[config.mk]
export PLATFORM = sky130hd
export DESIGN_NAME = memory_stage
export DESIGN_NICKNAME = d
export VERILOG_FILES = /design/src/rtl/memory_stage_pkg.sv /design/src/rtl/load_store_align.sv /design/src/rtl/memory_stage.sv
export SDC_FILE = /design/constraint.sdc
export NUM_CORES = 1
export LEC_CHECK = 0
export BUFFER_PORTS_ARGS = -buffer_cell sky130_fd_sc_hd__buf_2
export CAP_MARGIN = 20
export CORE_ASPECT_RATIO = 1.5
export CORE_MARGIN = 1
export CORE_UTILIZATION = 54
export DETAILED_ROUTE_END_ITERATION = 7
export PLACE_DENSITY_LB_ADDON = 0.3
export SYNTH_ARGS = -nofsm -noshare
export SYNTH_HDL_FRONTEND = slang
export SYNTH_SLANG_ARGS = --single-unit
[constraint.sdc]
create_clock -name clock -period 2.8 [get_ports clock]
set_clock_uncertainty 0.2 [all_clocks]
set_input_delay 0.28 -clock clock [delete_from_list [all_inputs] [get_ports clock]]
set_output_delay 0.28 -clock clock [all_outputs]
set_load 0.01 [all_outputs]
[src/rtl/memory_stage_pkg.sv]
// Shared definitions for the memory stage: mem_op encodings, FSM states and
// small op-classification helpers used by the stage and its lane aligner.
package memory_stage_pkg;

  typedef enum logic [3:0] {
    OP_NONE = 4'd0,
    OP_LB   = 4'd1,
    OP_LBU  = 4'd2,
    OP_LH   = 4'd3,
    OP_LHU  = 4'd4,
    OP_LW   = 4'd5,
    OP_SB   = 4'd6,
    OP_SH   = 4'd7,
    OP_SW   = 4'd8
  } mem_op_e;

  typedef enum logic [1:0] {
    ST_IDLE = 2'd0,
    ST_REQ  = 2'd1,
    ST_DONE = 2'd2
  } state_e;

  function automatic logic is_mem_op(input logic [3:0] op);
    return (op >= OP_LB) && (op <= OP_SW);
  endfunction

  function automatic logic is_store_op(input logic [3:0] op);
    return op inside {OP_SB, OP_SH, OP_SW};
  endfunction

  // Halfword ops need an even address, word ops a multiple of four.
  function automatic logic is_misaligned(input logic [3:0] op, input logic [1:0] offset);
    case (op)
      OP_LH, OP_LHU, OP_SH: return offset[0];
      OP_LW, OP_SW:         return |offset;
      default:              return 1'b0;
    endcase
  endfunction

endpackage

[src/rtl/load_store_align.sv]
// Combinational lane logic: byte enables, store replication and load
// extraction with sign/zero extension for a big-endian 32-bit bus.
module load_store_align
  import memory_stage_pkg::*;
(
  input  logic [3:0]  op_i,
  input  logic [1:0]  offset_i,
  input  logic [31:0] store_data_i,
  input  logic [31:0] rdata_i,
  output logic [3:0]  be_o,
  output logic [31:0] wdata_o,
  output logic [31:0] load_data_o
);

  logic [7:0]  lane_b;
  logic [15:0] lane_h;

  // NOTE: every output of a combinational block gets a default first, so no path can infer a latch.
  always_comb begin
    be_o        = '0;
    wdata_o     = '0;
    load_data_o = '0;

    case (offset_i)
      2'd0:    lane_b = rdata_i[31:24];
      2'd1:    lane_b = rdata_i[23:16];
      2'd2:    lane_b = rdata_i[15:8];
      default: lane_b = rdata_i[7:0];
    endcase
    // Offset bit 0 is ignored for halves, so offsets 1/3 fold onto 0/2.
    lane_h = offset_i[1] ? rdata_i[15:0] : rdata_i[31:16];

    case (op_i)
      OP_LB, OP_LBU, OP_SB: be_o = 4'b1000 >> offset_i;
      OP_LH, OP_LHU, OP_SH: be_o = offset_i[1] ? 4'b0011 : 4'b1100;
      OP_LW, OP_SW:         be_o = 4'b1111;
      default:              be_o = 4'b0000;
    endcase

    case (op_i)
      OP_LB:   load_data_o = {{24{lane_b[7]}}, lane_b};
      OP_LBU:  load_data_o = {24'd0, lane_b};
      OP_LH:   load_data_o = {{16{lane_h[15]}}, lane_h};
      OP_LHU:  load_data_o = {16'd0, lane_h};
      OP_LW:   load_data_o = rdata_i;
      OP_SB:   wdata_o     = {4{store_data_i[7:0]}};
      OP_SH:   wdata_o     = {2{store_data_i[15:0]}};
      OP_SW:   wdata_o     = store_data_i;
      default: ;
    endcase
  end

endmodule

[src/rtl/memory_stage.sv]
// Pipeline memory stage: IDLE/REQ/DONE handshake between Execute, data memory
// and Writeback. Define MEM_ALIGN_CHECK_EN to fault misaligned half/word ops.
module memory_stage
  import memory_stage_pkg::*;
(
  input  logic        clock,
  input  logic        reset_n,
  input  logic        in_valid,
  output logic        in_ready,
  input  logic [31:0] alu_result,
  input  logic [31:0] rt_data,
  input  logic [3:0]  mem_op,
  output logic        mem_req,
  output logic        mem_we,
  output logic [31:0] mem_addr,
  output logic [3:0]  mem_be,
  output logic [31:0] mem_wdata,
  input  logic        mem_ack,
  input  logic [31:0] mem_rdata,
  output logic        out_valid,
  input  logic        out_ready,
  output logic [31:0] out_data,
  output logic        misalign
);

  state_e      state_q, state_d;
  logic [3:0]  op_q;
  logic [31:0] addr_q, rt_q;
  logic [31:0] out_data_q, out_data_d;
  logic        accept, misalign_now;
  logic [3:0]  lane_be;
  logic [31:0] lane_wdata, lane_load;

  assign accept = in_valid & in_ready;

`ifdef MEM_ALIGN_CHECK_EN
  logic misalign_q, misalign_d;

  assign misalign_now = is_misaligned(mem_op, alu_result[1:0]);

  always_comb begin
    misalign_d = misalign_q;
    if (accept)                            misalign_d = misalign_now;
    else if (state_q == ST_DONE && out_ready) misalign_d = 1'b0;
  end

  always_ff @(posedge clock or negedge reset_n) begin
    if (!reset_n) misalign_q <= 1'b0;
    else          misalign_q <= misalign_d;
  end

  assign misalign = misalign_q;
`else
  assign misalign_now = 1'b0;
  assign misalign     = 1'b0;
`endif

  load_store_align u_align (
    .op_i         (op_q),
    .offset_i     (addr_q[1:0]),
    .store_data_i (rt_q),
    .rdata_i      (mem_rdata),
    .be_o         (lane_be),
    .wdata_o      (lane_wdata),
    .load_data_o  (lane_load)
  );

  // NOTE: sequential state uses non-blocking assignments so every register samples pre-edge values.
  always_ff @(posedge clock or negedge reset_n) begin
    if (!reset_n) state_q <= ST_IDLE;
    else          state_q <= state_d;
  end

  always_comb begin
    state_d = state_q;
    case (state_q)
      ST_IDLE: if (accept) state_d = (is_mem_op(mem_op) && !misalign_now) ? ST_REQ : ST_DONE;
      ST_REQ:  if (mem_ack) state_d = ST_DONE;
      ST_DONE: if (out_ready) state_d = ST_IDLE;
      default: state_d = ST_IDLE;
    endcase
  end

  always_comb begin
    in_ready  = (state_q == ST_IDLE);
    out_valid = (state_q == ST_DONE);
    mem_req   = (state_q == ST_REQ);
    mem_we    = 1'b0;
    mem_addr  = '0;
    mem_be    = '0;
    mem_wdata = '0;
    if (state_q == ST_REQ) begin
      mem_we    = is_store_op(op_q);
      mem_addr  = {addr_q[31:2], 2'b00};
      mem_be    = lane_be;
      mem_wdata = lane_wdata;
    end
  end

  // Passthrough and alignment faults resolve at accept; memory ops on ack.
  always_comb begin
    out_data_d = out_data_q;
    if (accept && (!is_mem_op(mem_op) || misalign_now))
      out_data_d = alu_result;
    else if (state_q == ST_REQ && mem_ack)
      out_data_d = is_store_op(op_q) ? '0 : lane_load;
  end

  always_ff @(posedge clock or negedge reset_n) begin
    if (!reset_n) begin
      op_q       <= '0;
      addr_q     <= '0;
      rt_q       <= '0;
      out_data_q <= '0;
    end else begin
      if (accept) begin
        op_q   <= mem_op;
        addr_q <= alu_result;
        rt_q   <= rt_data;
      end
      out_data_q <= out_data_d;
    end
  end

  assign out_data = out_data_q;

endmodule
==> results.md, run 1 <==
* Status: complete, but fails checks
* Failing checks: hold timing
* Clock slew seen by the registers of the worst setup and hold paths at 70 ps
* Dpl cells at 876
* Critical setup path kind: flip-flop to primary output
* Initial antenna violation count at 1
* Floorplan die width at approximately 86 µm
* Cell at the root of the clock tree: clkbuf_16
* Worst Tran Pin Value at 626 ps
* HPWL after detailed placement at about 12 mm
* Clk sink count at 102
* Maximum vdd drop at 0.000453 V
* Maximum clock rate at 383 MHz
* Worst-skew pair later-pin latency at 340 ps
* Per-cell via count in the routed design at 5.88
* Initial Utilization at 0.558
* Wire length of the first global-routing pass at 28.7 mm
* Post-synthesis sequential element count at 102
* Kind of path behind the tightest hold check: input port to flip-flop
* Critical path fanouts, max at 14
* Tcrit/Tclk final at 0.932
* Data arrival time of the critical path at around 2100 ps
* Maxcap violations at 0
* Final wirelength at 18.1 mm
* H-tree depth reported by CTS at 3
* Die Outline Area at between 10000 and 15000 µm²
* Per-instance average area after synthesis at 9.90 µm²
* Critical register-to-register path endpoint: out_data[10]$_DFFE_PN0P_
* Post-synthesis cell type count at 56
* Count of synthesis-stage warnings from yosys at 0
* Total count of max-transition violations in the final report at 0
* Core region area at 10100 µm²
* Post-detailed-route DRC marker count at 0
* Number of cells in the finished layout apart from fillers at roughly 960
* Critical Path Sink Type: primary output
* Avg WL per Cell at 19.0 µm
* Launching point of the worst reg2reg path: state_q[1]$_DFFE_PN0P_
* Total routing usage reported by global routing at 0.342
* Layout overhead on the synthesized area at 37.0%
* Number of global-route vias before repair at 5764
* Primary flip-flop cell chosen by synthesis mapping: dfrtp_1
* Via total after detailed routing at 5617
* Synth Instances at 571
* Power per unit of standard cell area at between 800 and 900 nW/µm²
* Leakage power at 0.00367 µW
* Worst setup SP type: flip-flop
* Post-layout min period at 2610 ps
* Hold path endpoint: op_q[0]$_DFFE_PN0P_
* Cts bufs inserted at 9
* Count of input and output buffers at between 200 and 250
* Fraction of registers with async set/reset at 1.00
* Worst r2r path cells at 7
* Share of the yosys chip area belonging to registers at 0.452
* DRT antenna net count at 0
* Critical Path RT at around 2300 ps
* Clock tree buffer depth at 2
* Max transition margin at 0.581
* GR Overflow Total at 0
* Synthesized area at 5650 µm²
* Share of layout cells above drive strength 1 at 0.394
* Row cnt at 45
* Tightest hold margin at -3.60 ps
* Pre-antenna DRT Iters at 5
* Sum Neg Setup Slack at 0 ps
* Post-synth EDFFs at 0
* Number of inserted filler cells in the final layout at 732
* Origin of the worst min-delay path: mem_op[0]
* Worst hold path stage count at 3
* Unrepaired setup endpoints after global routing: false
* Setup-violating endpoint count in the final report at 0
* I/O Pins at 210
* Largest net degree at the start of global routing at 61
* Initial detailed-routing violation count at 424
* TritonCTS clock tree: done
* Total number of nets in the final design at between 900 and 1000
* Overall die height at ~130 µm
* Register-to-register setup slack at 460 ps
* Gpl congestion at 0.916
* Number of hold violations in the final report at 1
==> routing by layer <==
layer,up-vias,part of all wire,track usage
met1,2743,0.37,0.376
met3,60,0.061,0.0614
met5,-,0,0
met4,0,0.045,0.162
li1,2545,-,-
met2,269,0.52,0.628
==> layout make-up <==
cell class / instances / area [µm²] / share of cell area
Tap cell: 117 / 146 / 0.0189
Multi-Input combinational cell: 421 / 2880 / 0.372
Clock inverter: 5 / 58.8 / 0.00760
Sequential cell: 102 / 2550 / 0.330
Inverter: 9 / 33.8 / 0.00436
Timing Repair Buffer: 289 / 1840 / 0.237
Antenna cell: 1 / 2.50 / 0.000323
Clock buffer: 11 / 233 / 0.0301
==> state kept, by name (all words and copies together) (netlist names) <==
signal and cells:
out_data 32, addr_q 32, op_q 4, rt_q 32, state_q 2
==> cell usage after synthesis, types with 3 or more instances <==
master / n / area [µm²]
nand2_1: 63 / 236
nor2b_1: 11 / 68.8
a211o_1: 3 / 26.3
dfrtp_1: 102 / 2550
o21ai_0: 23 / 115
inv_1: 8 / 30.0
a21oi_1: 54 / 270
buf_2: 18 / 90.1
a221o_1: 9 / 90.1
and2_1: 31 / 194
mux2i_1: 6 / 60.1
o221ai_1: 3 / 26.3
a22o_1: 11 / 96.3
a31oi_1: 10 / 62.6
mux2_2: 72 / 811
clkbuf_1: 14 / 52.6
nand2b_1: 3 / 18.8
o22ai_1: 10 / 62.6
a22oi_1: 3 / 22.5
a21o_1: 8 / 60.1
and3_1: 14 / 87.6
nand3b_1: 8 / 60.1
nor2_1: 35 / 131
nand3_1: 7 / 35.0
buf_4: 6 / 45.0
==> metrics by stage <==
step	area [µm²]	setup slack, ps	power (µW)	hold WS, ps	util
final	7740	191	6900	-3.60	0.764
after global routing	7740	58.5	7290	0.837	0.764
after CTS	7730	199	6850	0.0825	0.762
after detailed placement	6820	487	5530	103	0.673
after global placement	6820	573	5390	100	0.673
after floorplan	5660	650	4510	-216	-
==> cells in the final DEF, fill, tap and decap left out, drive strengths merged, types with 3 or more instances in the layout <==
cell type / instances
buf: 227
dfrtp: 102
mux2: 72
nand2: 63
dlygate4sd3: 62
a21oi: 56
nor2: 36
and2: 32
o21ai: 24
and3: 14
nor2b: 11
a22o: 11
clkbuf: 11
a31oi: 10
o22ai: 10
inv: 10
a221o: 9
nand3b: 9
a21o: 8
nand3: 7
mux2i: 6
nand2b: 4
a211o: 3
a22oi: 3
o221ai: 3
conb: 3
a211oi: 3
==> repair_timing <==
action | CTS | global route
hold buffers | 61 | 1
gates resized for setup | 0 | 2
endpoints found under the setup margin | 0 | 2
endpoints found under the hold margin | 108 | 1
setup buffers | 0 | 0
==> worst max path at each step <==
stage,depth (start not counted),slack [ps],to,start
3_3_place_gp,5,570,out_data[20]$_DFFE_PN0P_,addr_q[0]$_DFFE_PN0P_
4_1_cts,6,200,mem_be[1],addr_q[0]$_DFFE_PN0P_
2_1_floorplan,7,650,mem_wdata[24],state_q[1]$_DFFE_PN0P_
5_1_grt,7,60,mem_wdata[12],op_q[3]$_DFFE_PN0P_
6_report,7,190,mem_wdata[12],op_q[3]$_DFFE_PN0P_
3_5_place_dp,7,490,out_data[10]$_DFFE_PN0P_,state_q[1]$_DFFE_PN0P_
==> cell families (layout without fill, tap and decap cells) <==
family,Yosys count,after routing,synth area share
XOR/XNOR,1,1,0.00155
AO/OA/AOI/OAI,146,146,0.168
AND/OR/NAND/NOR,190,190,0.172
buffers and inverters,50,314,0.0425
multiplexers,80,80,0.162
flip-flops,102,102,0.452
other,1,4,0.000664
adder cells (fa/ha/maj),1,1,0.00177
==> power breakdown <==
part | leakage [µW] | internal [µW] | switching, µW | total, µW
Clock | 0.000136 | 696 | 558 | 1250
Combinational | 0.00233 | 1440 | 1510 | 2960
Sequential | 0.00120 | 2140 | 544 | 2690
Total | 0.00367 | 4280 | 2620 | 6900
==> critical path, cell delays in order (launching register included) <==
cell,delay (ps)
dfrtp_1,640
nand3b_1,250
nor2_1,60
buf_4,160
or2_2,350
nand2_1,100
a21oi_1,70
buf_2,150
No activity file was read; power rests on OpenSTA's default activity.
==> inputs of run 2 (changes only) <==
--- a/config.mk
+++ b/config.mk
@@ -8,7 +8,7 @@
 export BUFFER_PORTS_ARGS = -buffer_cell sky130_fd_sc_hd__buf_2
 export CAP_MARGIN = 20
 export CORE_ASPECT_RATIO = 1.5
-export CORE_MARGIN = 1
+export CORE_MARGIN = 3
 export CORE_UTILIZATION = 54
 export DETAILED_ROUTE_END_ITERATION = 7
 export PLACE_DENSITY_LB_ADDON = 0.3
==> constraint.sdc (replaced) <==
create_clock -name clock -period 3.01 [get_ports clock]
set_clock_uncertainty 0.2 [all_clocks]
set_input_delay 0.301 -clock clock [delete_from_list [all_inputs] [get_ports clock]]
set_output_delay 0.301 -clock clock [all_outputs]
set_load 0.01 [all_outputs]
==> run 2 against run 1 <==
The run still ends with hold timing left. Global-route usage down 2.7 points. Critical path depth is the same. Sequential power fell by 6%. Die area increased by 8.0%. First-iteration DRC count down 16%. Wire length rose by 0.49%. Final area fell by 1.3%. Critical path type unchanged. Flip-flop and latch count unchanged. Non-clock buffer count decreased by 15. Worst hold slack better by 0.90 ps.
==> results.md, run 2 (synthesis results as in run 1) <==
* Status: complete, but fails checks
* Failing checks: hold timing
* Clock slew seen by the registers of the worst setup and hold paths at 70 ps (about the same)
* Setup-violating endpoint count in the final report at 0 (unchanged)
* Sum Neg Setup Slack at 0 ps (unchanged)
* Cell at the root of the clock tree: clkbuf_16
* Share of layout cells above drive strength 1 at 0.397 (+0.00233)
* Worst r2r path cells at 5 (-2)
* Total count of max-transition violations in the final report at 0 (unchanged)
* Worst Tran Pin Value at 767 ps (+141 ps)
* Clock tree buffer depth at 2 (unchanged)
* Number of post-CTS setup repair buffers at 0 (unchanged)
* TritonCTS clock tree: done
* Total of cells resized after clock tree synthesis at 0 (unchanged)
* Worst-skew pair later-pin latency at 350 ps (about the same)
* Via total after detailed routing at 5653 (+0.64%)
* HPWL after detailed placement at 13.1 mm (+4.9%)
* I/O Pins at 210 (unchanged)
* Maximum clock rate at 360 MHz
* Origin of the worst min-delay path: alu_result[4]
* Clk sink count at 102 (unchanged)
* Launching point of the worst reg2reg path: addr_q[0]$_DFFE_PN0P_
* DRT antenna net count at 0 (unchanged)
* Number of global-route vias before repair at 5885 (+2.1%)
* Largest net degree at the start of global routing at 60 (-1.6%)
* Layout overhead on the synthesized area at 35.2%
* Worst hold path stage count at 2 (-1)
* Pre-antenna DRT Iters at 5 (unchanged)
* Maxcap violations at 0 (unchanged)
* Most common cell after layout, fill and taps aside: buf_2
* Max transition margin at 0.489 (-0.0921)
* Total number of nets in the final design at 922 (-1.6%)
* Count of input and output buffers at 206 (unchanged)
* Maximum vdd drop at 0.000551 V (+21%)
* Critical Path Sink Type: primary output
* Per-cell via count in the routed design at 5.87 (-0.20%)
* Register-to-register setup slack at 600 ps (+140 ps)
* Initial detailed-routing violation count at 356 (-16%)
* Critical Path RT at 2510 ps (+190 ps)
* Tightest hold margin at -2.70 ps (+0.897 ps)
* Number of hold violations in the final report at 1 (unchanged)
* Tcrit/Tclk final at 0.923
* Critical register-to-register path endpoint: out_data[17]$_DFFE_PN0P_
* Post-detailed-route DRC marker count at 0 (unchanged)
* Overall die height at 131 µm (+3.1%)
* Kind of path behind the tightest hold check: input port to flip-flop
* Number of cells in the finished layout apart from fillers at 963 (+0.84%)
* Row cnt at 45 (unchanged)
* Data arrival time of the critical path at 2280 ps (+150 ps)
* Wire length of the first global-routing pass at 28.8 mm (+0.22%)
* Cts bufs inserted at 9 (unchanged)
* Avg WL per Cell at 18.9 µm (-0.34%)
* Commonest cells after routing, fill and taps aside: 205 x buf_2, 102 x dfrtp_1, 72 x mux2_2
* Die Outline Area at 11800 µm² (+8.0%)
* H-tree depth reported by CTS at 3 (unchanged)
* Antenna cell count at 0 (-1)
* Final wirelength at 18.2 mm (+0.49%)
* Gpl congestion at 0.929 (+1.4%)
* Critical setup path kind: flip-flop to primary output
* Core region area at 10200 µm² (+0.56%)
* Critical path fanouts, max at 21 (+7)
* Hold path endpoint: out_data[4]$_DFFE_PN0P_
* GR Overflow Total at 0 (unchanged)
* Floorplan die width at 89.5 µm (+4.7%)
* Worst setup SP type: flip-flop
* Post-layout min period at 2780 ps
* Power per unit of standard cell area at 842 nW/µm² (-5.5%)
* Leakage power at 0.00362 µW (-1.5%)
* Initial Utilization at 0.555 (-0.00308)
* Unrepaired setup endpoints after global routing: false
* Count of hold-fix buffers inserted at cts at 51 (-16%)
* Dpl cells at 896 (+2.3%)
* Initial antenna violation count at 0 (-1)
* Total routing usage reported by global routing at 0.315 (-0.0273)
==> run 2: changes by cell type in the layout (fill, tap and decap cells not counted) <==
| cell | previous run | this run |
|---|---|---|
| diode_2 | 1 | 0 |
| clkinv_4 | 0 | 1 |
| nor2_2 | 2 | 1 |
| clkbuf_8 | 0 | 2 |
| buf_12 | 2 | 1 |
| dfrtp_2 | 1 | 0 |
| inv_6 | 1 | 2 |
| dlygate4sd3_1 | 62 | 51 |
| nor2_1 | 34 | 35 |
| dfrtp_1 | 101 | 102 |
| clkinvlp_4 | 2 | 1 |
| clkbuf_1 | 2 | 0 |
| clkinv_2 | 1 | 0 |
| buf_4 | 20 | 17 |
==> run 2: area by class of cell <==
class	count	area, µm²
Clock buffer	11	253
Clock inverter	5	63.8
Fill cell	723	2550
Inverter	9	33.8
Multi-Input combinational cell	421	2880
Sequential cell	102	2550
Tap cell	141	176
Timing Repair Buffer	274	1680
==> run 2: worst max-delay path by stage <==
stage                      startpoint                  endpoint  slack, ps  cells past startpoint
6_report          op_q[1]$_DFFE_PN0P_             mem_wdata[12]        230                      7
3_5_place_dp    addr_q[0]$_DFFE_PN0P_  out_data[20]$_DFFE_PN0P_        650                      5
3_3_place_gp    addr_q[0]$_DFFE_PN0P_  out_data[29]$_DFFE_PN0P_        700                      5
4_1_cts           op_q[1]$_DFFE_PN0P_              mem_wdata[8]        300                      7
2_1_floorplan  state_q[1]$_DFFE_PN0P_             mem_wdata[24]        840                      7
5_1_grt           op_q[1]$_DFFE_PN0P_             mem_wdata[13]        100                      7
==> run 2: power by group <==
part / total (µW) / internal, µW / switching, µW
combinational: 2660 / 1300 / 1360
sequential: 2540 / 1990 / 545
clock: 1230 / 698 / 537
total: 6430 / 3990 / 2440
==> run 2: metal layers <==
metal  share of wire  up-vias  global-route usage
met5               0        -                   0
met4           0.056        0               0.185
li1                -     2524                   -
met3           0.080       76              0.0558
met1            0.35     2722               0.356
met2            0.51      331               0.534
==> run 2: critical path, stage by stage (launching register included) <==
cell and delay [ps]:
dfrtp_1 570, nor3_1 360, and2_0 180, buf_4 180
or2_2 210, nand2_1 80, a21oi_1 170, buf_2 170
==> run 2: stage by stage <==
step / setup WS (ps) / util / total power, µW / cell area (µm²)
floorplan: 839 / - / 4190 / 5660
global placement: 704 / 0.668 / 5020 / 6810
detailed placement: 651 / 0.668 / 5140 / 6810
CTS: 299 / 0.750 / 6420 / 7640
global route: 103 / 0.750 / 6820 / 7640
finish: 231 / 0.750 / 6430 / 7640
